--- src/rtl/bytemask_gen_pkg.sv ---
// Shared definitions for the feature-map SRAM write controller: FSM states,
// write modes and the lane-to-bytemask helper.
package bytemask_gen_pkg;

    typedef enum logic [1:0] {
        ST_IDLE = 2'd0,
        ST_RUN  = 2'd1,
        ST_DONE = 2'd2
    } state_e;

    localparam logic MODE_UNSHUFFLE = 1'b0;
    localparam logic MODE_FULL      = 1'b1;

    localparam int MAX_WORD_BYTES = 64;

    // Lane 0 is the most significant byte of the word, so its enable sits at
    // the top of the mask; every other byte stays disabled (1).
    function automatic logic [MAX_WORD_BYTES-1:0] lane_to_mask(input int lane, input int word_bytes);
        logic [MAX_WORD_BYTES-1:0] m;
        m = '0;
        for (int i = 0; i < MAX_WORD_BYTES; i++) begin
            if (i < word_bytes) begin
                m[i] = (i != (word_bytes - 1 - lane));
            end
        end
        return m;
    endfunction

endpackage

--- src/rtl/bytemask_gen_pos_counter.sv ---
// Raster position tracker: x/y pixel coordinates plus a linear word index,
// each wrapping at the map boundary, with last-beat flags for both modes.
module pos_counter #(
    parameter int IMG_W      = 28,
    parameter int IMG_H      = 28,
    parameter int WORD_BYTES = 16,
    parameter int XW         = (IMG_W > 1) ? $clog2(IMG_W) : 1,
    parameter int YW         = (IMG_H > 1) ? $clog2(IMG_H) : 1,
    parameter int WW         = ((IMG_W * IMG_H / WORD_BYTES) > 1) ? $clog2(IMG_W * IMG_H / WORD_BYTES) : 1
) (
    input  logic          clk,
    input  logic          rst,
    input  logic          clr_i,
    input  logic          adv_i,
    output logic [XW-1:0] x_o,
    output logic [YW-1:0] y_o,
    output logic [WW-1:0] widx_o,
    output logic          last_pix_o,
    output logic          last_word_o
);

    localparam int NWORDS = IMG_W * IMG_H / WORD_BYTES;

    logic [XW-1:0] x_q, x_d;
    logic [YW-1:0] y_q, y_d;
    logic [WW-1:0] w_q, w_d;

    logic xAtEnd, yAtEnd, wAtEnd;

    assign xAtEnd = (x_q == XW'(IMG_W - 1));
    assign yAtEnd = (y_q == YW'(IMG_H - 1));
    assign wAtEnd = (w_q == WW'(NWORDS - 1));

    always_comb begin
        x_d = x_q;
        y_d = y_q;
        w_d = w_q;
        if (clr_i) begin
            x_d = '0;
            y_d = '0;
            w_d = '0;
        end else if (adv_i) begin
            w_d = wAtEnd ? '0 : w_q + 1'b1;
            if (xAtEnd) begin
                x_d = '0;
                y_d = yAtEnd ? '0 : y_q + 1'b1;
            end else begin
                x_d = x_q + 1'b1;
            end
        end
    end

    always_ff @(posedge clk or posedge rst) begin
        if (rst) begin
            x_q <= '0;
            y_q <= '0;
            w_q <= '0;
        end else begin
            x_q <= x_d;
            y_q <= y_d;
            w_q <= w_d;
        end
    end

    assign x_o         = x_q;
    assign y_o         = y_q;
    assign widx_o      = w_q;
    assign last_pix_o  = xAtEnd && yAtEnd;
    assign last_word_o = wAtEnd;

endmodule

--- src/rtl/bytemask_gen.sv ---
// Feature-map SRAM write controller: turns a raster pixel/word stream into
// registered SRAM writes with an active-low byte mask (unshuffle or full-word).
module bytemask_gen
    import bytemask_gen_pkg::*;
#(
    parameter int IMG_W      = 28,
    parameter int IMG_H      = 28,
    parameter int BLK        = 4,
    parameter int ADDR_W     = 10,
    parameter int WORD_BYTES = 16
) (
    input  logic                    clk,
    input  logic                    rst,
    input  logic                    start,
    input  logic                    mode,
    input  logic [ADDR_W-1:0]       base_addr,
    input  logic                    clear,
    input  logic                    in_valid,
    output logic                    in_ready,
    input  logic [WORD_BYTES*8-1:0] in_data,
    output logic                    sram_wen,
    output logic [ADDR_W-1:0]       sram_addr,
    output logic [WORD_BYTES*8-1:0] sram_wdata,
    output logic [WORD_BYTES-1:0]   sram_bytemask,
    output logic                    busy,
    output logic                    done
);

    localparam int XW = (IMG_W > 1) ? $clog2(IMG_W) : 1;
    localparam int YW = (IMG_H > 1) ? $clog2(IMG_H) : 1;
    localparam int WW = ((IMG_W * IMG_H / WORD_BYTES) > 1) ? $clog2(IMG_W * IMG_H / WORD_BYTES) : 1;

    state_e                  state_q, state_d;
    logic                    mode_q, mode_d;
    logic [ADDR_W-1:0]       base_q, base_d;
    logic                    wen_q, wen_d;
    logic [ADDR_W-1:0]       addr_q, addr_d;
    logic [WORD_BYTES*8-1:0] wdata_q, wdata_d;
    logic [WORD_BYTES-1:0]   mask_q, mask_d;

    logic          accept, cntClr, lastBeat;
    logic [XW-1:0] posX;
    logic [YW-1:0] posY;
    logic [WW-1:0] wordIdx;
    logic          lastPix, lastWord;

    assign in_ready = (state_q == ST_RUN);
    assign accept   = in_valid && in_ready;
    assign cntClr   = clear || ((state_q == ST_IDLE) && start);
    assign lastBeat = (mode_q == MODE_FULL) ? lastWord : lastPix;

    pos_counter #(
        .IMG_W      (IMG_W),
        .IMG_H      (IMG_H),
        .WORD_BYTES (WORD_BYTES),
        .XW         (XW),
        .YW         (YW),
        .WW         (WW)
    ) u_pos (
        .clk         (clk),
        .rst         (rst),
        .clr_i       (cntClr),
        .adv_i       (accept),
        .x_o         (posX),
        .y_o         (posY),
        .widx_o      (wordIdx),
        .last_pix_o  (lastPix),
        .last_word_o (lastWord)
    );

    always_comb begin
        state_d = state_q;
        mode_d  = mode_q;
        base_d  = base_q;
        if (clear) begin
            state_d = ST_IDLE;
        end else begin
            case (state_q)
                ST_IDLE: begin
                    if (start) begin
                        state_d = ST_RUN;
                        mode_d  = mode;
                        base_d  = base_addr;
                    end
                end
                ST_RUN: begin
                    if (accept && lastBeat) begin
                        state_d = ST_DONE;
                    end
                end
                ST_DONE: state_d = ST_IDLE;
                default: state_d = ST_IDLE;
            endcase
        end
    end

    // A beat accepted on the same cycle as clear is dropped; address and data
    // keep their last written values whenever no write is issued.
    always_comb begin
        int lane;
        wen_d   = 1'b0;
        mask_d  = '1;
        addr_d  = addr_q;
        wdata_d = wdata_q;
        lane    = int'(posY % YW'(BLK)) * BLK + int'(posX % XW'(BLK));
        if (accept && !clear) begin
            wen_d = 1'b1;
            if (mode_q == MODE_FULL) begin
                mask_d  = '0;
                addr_d  = base_q + ADDR_W'(wordIdx);
                wdata_d = in_data;
            end else begin
                mask_d  = WORD_BYTES'(lane_to_mask(lane, WORD_BYTES));
                addr_d  = base_q
                        + ADDR_W'(posY / YW'(BLK)) * ADDR_W'(IMG_W / BLK)
                        + ADDR_W'(posX / XW'(BLK));
                wdata_d = {WORD_BYTES{in_data[7:0]}};
            end
        end
    end

    always_ff @(posedge clk or posedge rst) begin
        if (rst) begin
            state_q <= ST_IDLE;
            mode_q  <= MODE_UNSHUFFLE;
            base_q  <= '0;
            wen_q   <= 1'b0;
            addr_q  <= '0;
            wdata_q <= '0;
            mask_q  <= '1;
        end else begin
            state_q <= state_d;
            mode_q  <= mode_d;
            base_q  <= base_d;
            wen_q   <= wen_d;
            addr_q  <= addr_d;
            wdata_q <= wdata_d;
            mask_q  <= mask_d;
        end
    end

    assign sram_wen      = wen_q;
    assign sram_addr     = addr_q;
    assign sram_wdata    = wdata_q;
    assign sram_bytemask = mask_q;
    assign busy          = (state_q != ST_IDLE);
    assign done          = (state_q == ST_DONE);

endmodule

--- config.mk ---
export PLATFORM = sky130hd
export DESIGN_NAME = bytemask_gen
export DESIGN_NICKNAME = d
export VERILOG_FILES = /design/src/rtl/bytemask_gen_pkg.sv /design/src/rtl/bytemask_gen_pos_counter.sv /design/src/rtl/bytemask_gen.sv
export SDC_FILE = /design/constraint.sdc
export NUM_CORES = 1
export LEC_CHECK = 0
export BUFFER_PORTS_ARGS = -buffer_cell sky130_fd_sc_hd__buf_2
export CAP_MARGIN = 20
export CORE_AREA = 2 2 120 168
export CTS_CLUSTER_SIZE = 40
export DETAILED_ROUTE_END_ITERATION = 7
export DIE_AREA = 0 0 122 170
export PLACE_DENSITY_LB_ADDON = 0.12
export SLEW_MARGIN = 20
export SYNTH_ARGS = -nofsm -noshare
export SYNTH_HDL_FRONTEND = slang
export SYNTH_SLANG_ARGS = --single-unit
--- constraint.sdc ---
create_clock -name clk -period 6.1 [get_ports clk]
set_clock_uncertainty 0.1 [all_clocks]
set_input_delay 1.22 -clock clk [delete_from_list [all_inputs] [get_ports clk]]
set_output_delay 1.22 -clock clk [all_outputs]
set_load 0.02 [all_outputs]
; ---- After elaboration in Yosys (flattened, before gate mapping)
; Index checks and enable logic that the tools add are counted.
[totals]
in_bits = 144
out_inout_bits = 158
n_memories = 0
romBits = 0
latch_bits = 0
wordCells = 77
ramBits = 0
ff_bits = 184
[classes]
eq_ne = 22
mux = 20
n_reduce_logical = 15
shifts = 0
n_lt_le_gt_ge = 0
bitwise = 1
n_mul = 1
n_addsub = 8
div_mod_pow = 0
[op_table]
columns = operator, count
row1 = $mux 128, 1
row2 = $ne 5x6->1 const A, 8
row3 = $mux 5, 7
row4 = $mux 16, 2
row5 = $reduce_bool 32->1, 1
row6 = $ne 4x6->1 const A, 4
row7 = $add 10x6->10, 2
row8 = $mux 6, 3
row9 = $ne 3x6->1 const A, 2
row10 = $add 10x3->10, 1
row11 = $add 5x1->5 const B, 2
row12 = $eq 5x5->1 const B, 2
row13 = $mux 10, 1
row14 = $add 6x1->6 const B, 1
row15 = $eq 6x6->1 const B, 1
row16 = $mul 3x3->6 const B, 1
row17 = $mux 2, 3
row18 = $ne 2x6->1 const A, 1
row19 = $reduce_bool 2->1, 3
row20 = $sub 4x5->6 const A, 1
row21 = $add 4x2->5, 1
row22 = $logic_and 1x1->1, 5
row23 = $pmux 2 s2, 1
row24 = $reduce_and 2->1, 2
row25 = other kinds (10), 11

; ---- Depth between registers and ports, before layout
[logic_depth]
word_depth = 7
ltp_mapped = 14
ltp_nobuf = 14

; ---- Cells and area by module
; A second synthesis with hierarchy kept.
[hier_totals]
hier_cells = 930
area_unflattened_um2 = 8755.9
[by_module_without_submodules]
columns = mod, area_each_um2, seq_area_each_um2, instances, cells_each
row1 = bytemask_gen, 7882.6, 4224.1, 1, 836
row2 = pos_counter, 873.3, 400.4, 1, 94

; ---- Worst setup path after synthesis
; No wires, ideal clock.
[synth_path]
kind = register -> register
startpoint = register u_pos.y_q[3], in the netlist u_pos.y_o[3]
endpoint = register addr_q[9], in the netlist sram_addr[9]
n_path_buf = 0
path_slack_ns = 2.693
arrival_time_ns = 3.174
required_ns = 5.867
path_stages_with_launch = 12
setup_time_ns = 0.133
synth_period_minus_slack_ns = 3.407
path_cell_list = dfrtp_1 -> fa_1 -> fa_1 -> inv_1 -> fa_1 -> inv_1 -> fa_1 -> a211oi_1 -> o21bai_1 -> o211ai_1 -> xor2_1 -> o21ai_0
[synth_via]
elab_chain_cells = 4
[synth_rtl]
columns = element, line_no
row1 = "start, declared", bytemask_gen_pos_counter.sv:25  ; logic [YW-1:0] y_q, y_d;
row2 = "start signal, assigned", bytemask_gen_pos_counter.sv:60  ; y_q <= y_d;
row3 = $mul 3x3->6, bytemask_gen.sv:115  ; + ADDR_W'(posY / YW'(BLK)) * ADDR_W'(IMG_W / BLK)
row4 = $add 10x6->10, bytemask_gen.sv:115
row5 = $add 10x3->10, bytemask_gen.sv:116  ; + ADDR_W'(posX / XW'(BLK));
row6 = $mux 10, bytemask_gen.sv:108  ; if (mode_q == MODE_FULL) begin
row7 = "end signal, assigned", bytemask_gen.sv:136  ; addr_q <= addr_d;
row8 = "end, declared", bytemask_gen.sv:37  ; logic [ADDR_W-1:0] addr_q, addr_d;
; No other way between the ends.
; A chain may end at the register's enable or synchronous reset.

; ---- Worst setup path in the final report
[layout_path]
startpoint = register u_pos.y_q[3], in the netlist u_pos.y_o[3]
endpoint = register addr_q[7], in the netlist sram_addr[7]
; Same word-level chain as after synthesis.

==> qor.txt <==
outcome: finished clean
Slew Limit Fails: 0
sequential area share after synthesis: 53.3%
Highest Clock Rate: 0.273 GHz
Syn Std Cell Area: 8680 um2
Inst Count DP: 1413
Design Area, Final: 11000 um2
die area: 20700 um2
Final Cycle Share: 60.0%
CTS tree: yes
1st-pass router iterations: 5
worst skew pair latency: 0.43 ns
root buffer cell: clkbuf_16
Syn-to-layout area delta: 26.6%
Starting Density: 45.3%
fin crit period: 3.66 ns
YS warnings: 0
Post-CTS Setup Inserts: 0
ratio of cells with drive above 1 in the final layout: 32.0%
DRT iter0 DRCs: 519
vias in the first global route: 7152
vias post-DR: 7512
crit end category: flip-flop
maximum VDD drop: 0.187 mV
RSZ-0062 raised after global routing: false
Critical Path AT: 3.83 ns
Chip Width: 122 um
total power: 4.95 mW
Slew @ Worst Pin: 1.09 ns
post-route ant nets: 0
Yosys reg bits: 184
# H-tree levels: 4
placed inst area: 10300 um2
DRC: 0
row cnt: 60
Final Hold Vio Count: 0
CTS resizes: 0
number of fill cells: 1792
Layout Cells excl Fill: 1450
IO Pins: 302
metal3 WL: 1.75 mm
Final GP Congestion: 0.847
worst-case clock buffer depth: 2
WL met1: 10.4 mm
Post-Syn Area per Cell: 9.46 um2
Chip Height: 170 um
largest fanout on the critical path: 8
Worst Setup Start Kind: flip-flop
post-synth cell types: 51
Hold Path Class: flip-flop to flip-flop
asr flop ratio synth: 100%
pwr dens: 451 nW/um2
initial antenna violation count: 4
Final Setup Violations: 0
TNS Setup: 0 ns
grt ovf: 0
met2 WL: 13.7 mm
hold buffers post-CTS: 0
CTS Sinks: 184
Worst slew margin: 27.1%
detailed placement HPWL: 18.9 mm
total track usage: 25.7%
core box area: 19100 um2
Vias/cell: 5.18
Max Cap Viol: 0
Post-synth EDFFs: 0
Synth Flop Type: dfrtp_1
pin count of the biggest net entering global routing: 185
max layer used: met4
Synth Instances: 917
Fin Hold WS: 0.372 ns
Worst-path clk slew: 0.07 ns
Critical Path RT: 6.27 ns
static leakage: 5.59 nW
crit path kind: flip-flop to flip-flop
wire length per cell: 18.3 um
Mapped Nets: 1103
routed wire length: 26.6 mm
R2R setup slack: 2.44 ns
Port Buf Inserts: 301
Final #Nets: 1371
global-route wire length before repair: 40.7 mm
TritonCTS buffer count: 17
## worst paths after layout
path | start | endpoint | cells past startpoint
hold / removal | sram_addr[9] | sram_addr[9] | 2
max in group asynchronous | rst | mode_q | 4
hold reg to reg | sram_addr[9] | sram_addr[9] | 2
setup / recovery | u_pos.y_o[3] | sram_addr[7] | 11
min in group asynchronous | rst | sram_wdata[100] | 3
setup reg to reg | u_pos.y_o[3] | sram_addr[7] | 11
## power breakdown
group / switching (mW) / internal (mW)
sequential: 0.296 / 1.65
combinational: 1.25 / 0.614
clock: 0.539 / 0.602
total: 2.08 / 2.87
## registers in the layout (all words and copies together), names as in the netlist
name and flops:
base_q 10, mode_q 1, sram_addr 10, sram_bytemask 16, sram_wdata 128, sram_wen 1
state_q 2, u_pos.widx_o 6, u_pos.x_o 5, u_pos.y_o 5
## critical path, stage by stage, from the launching register on
cell	delay, ns
dfrtp_1	0.48
fa_1	0.50
fa_1	0.49
inv_1	0.05
fa_1	0.49
inv_1	0.06
fa_1	0.47
a211oi_1	0.30
o21bai_1	0.15
o211ai_1	0.14
xor2_1	0.17
o21ai_0	0.10
## placed cells by master, fill, tap and decap left out, types with 2 or more instances in the layout
cell       count
buf_4          7
dfstp_2       16
nor2b_1       10
or3_1          3
mux2i_1        4
o21bai_1       5
nor2b_2        2
or2_2          2
a21oi_1      139
clkbuf_16     17
a311oi_1       2
mux2_2        11
a211oi_1       4
diode_2        4
xor2_1         6
nor2_1        13
o211ai_1       4
ha_1          35
inv_8          4
inv_1         28
o21ai_0      161
nor3_1         8
clkinv_8       3
fa_1           7
xnor2_1        4
dfrtp_1      167
and3_1        18
a21o_1         2
nand3_1       11
o22ai_1        2
inv_6          4
nand4b_1       2
buf_2        301
nand2_1      167
clkinv_4       2
## synthesized netlist by cell type (12+ instances only)
cell type	number	area share (%)
dfstp_2	16	4.8
dfrtp_1	168	48
inv_1	29	1.3
nand2_1	167	7.2
o21ai_0	161	9.3
and3_1	18	1.3
ha_1	35	5.0
nor2_1	13	0.56
a21oi_1	139	8.0
buf_2	15	0.87
nor2b_1	12	0.87
clkbuf_1	40	1.7
## layout make-up
cell class,count,area (um2),share of cell area [%]
flip-flops and latches,184,4630,42.1
inverters,29,113,1.03
clock buffers,18,439,4.00
repair buffers,311,1620,14.7
diodes,4,10.0,0.0911
multi-input cells,642,3690,33.6
clock inverters,14,176,1.61
well taps,248,310,2.83
## metal layers
layer / vias to the layer above / track usage, %
met5: - / 0
met4: 0 / 9.20
met3: 39 / 6.00
met2: 249 / 45.2
met1: 3532 / 30.3
li1: 3692 / -
## cell families (layout without fill, tap and decap cells)
group / count (synthesis) / in the layout / share of synthesized area [%]
compound gates: 328 / 328 / 20.1
simple gates: 247 / 247 / 12.6
flops: 184 / 184 / 53.3
buf+inv: 91 / 372 / 4.41
fa+ha+maj: 42 / 42 / 6.66
mux: 15 / 15 / 1.89
xor+xnor: 10 / 10 / 1.01
other cells: 0 / 4 / 0
## metrics by stage
step	setup WS, ns	utilization, %
after floorplan	2.43	-
after global placement	2.50	53.9
after detailed placement	2.41	53.9
after CTS	2.45	57.2
after global routing	2.22	57.4
final	2.44	57.4
No activity file was read; power rests on OpenSTA's default activity.
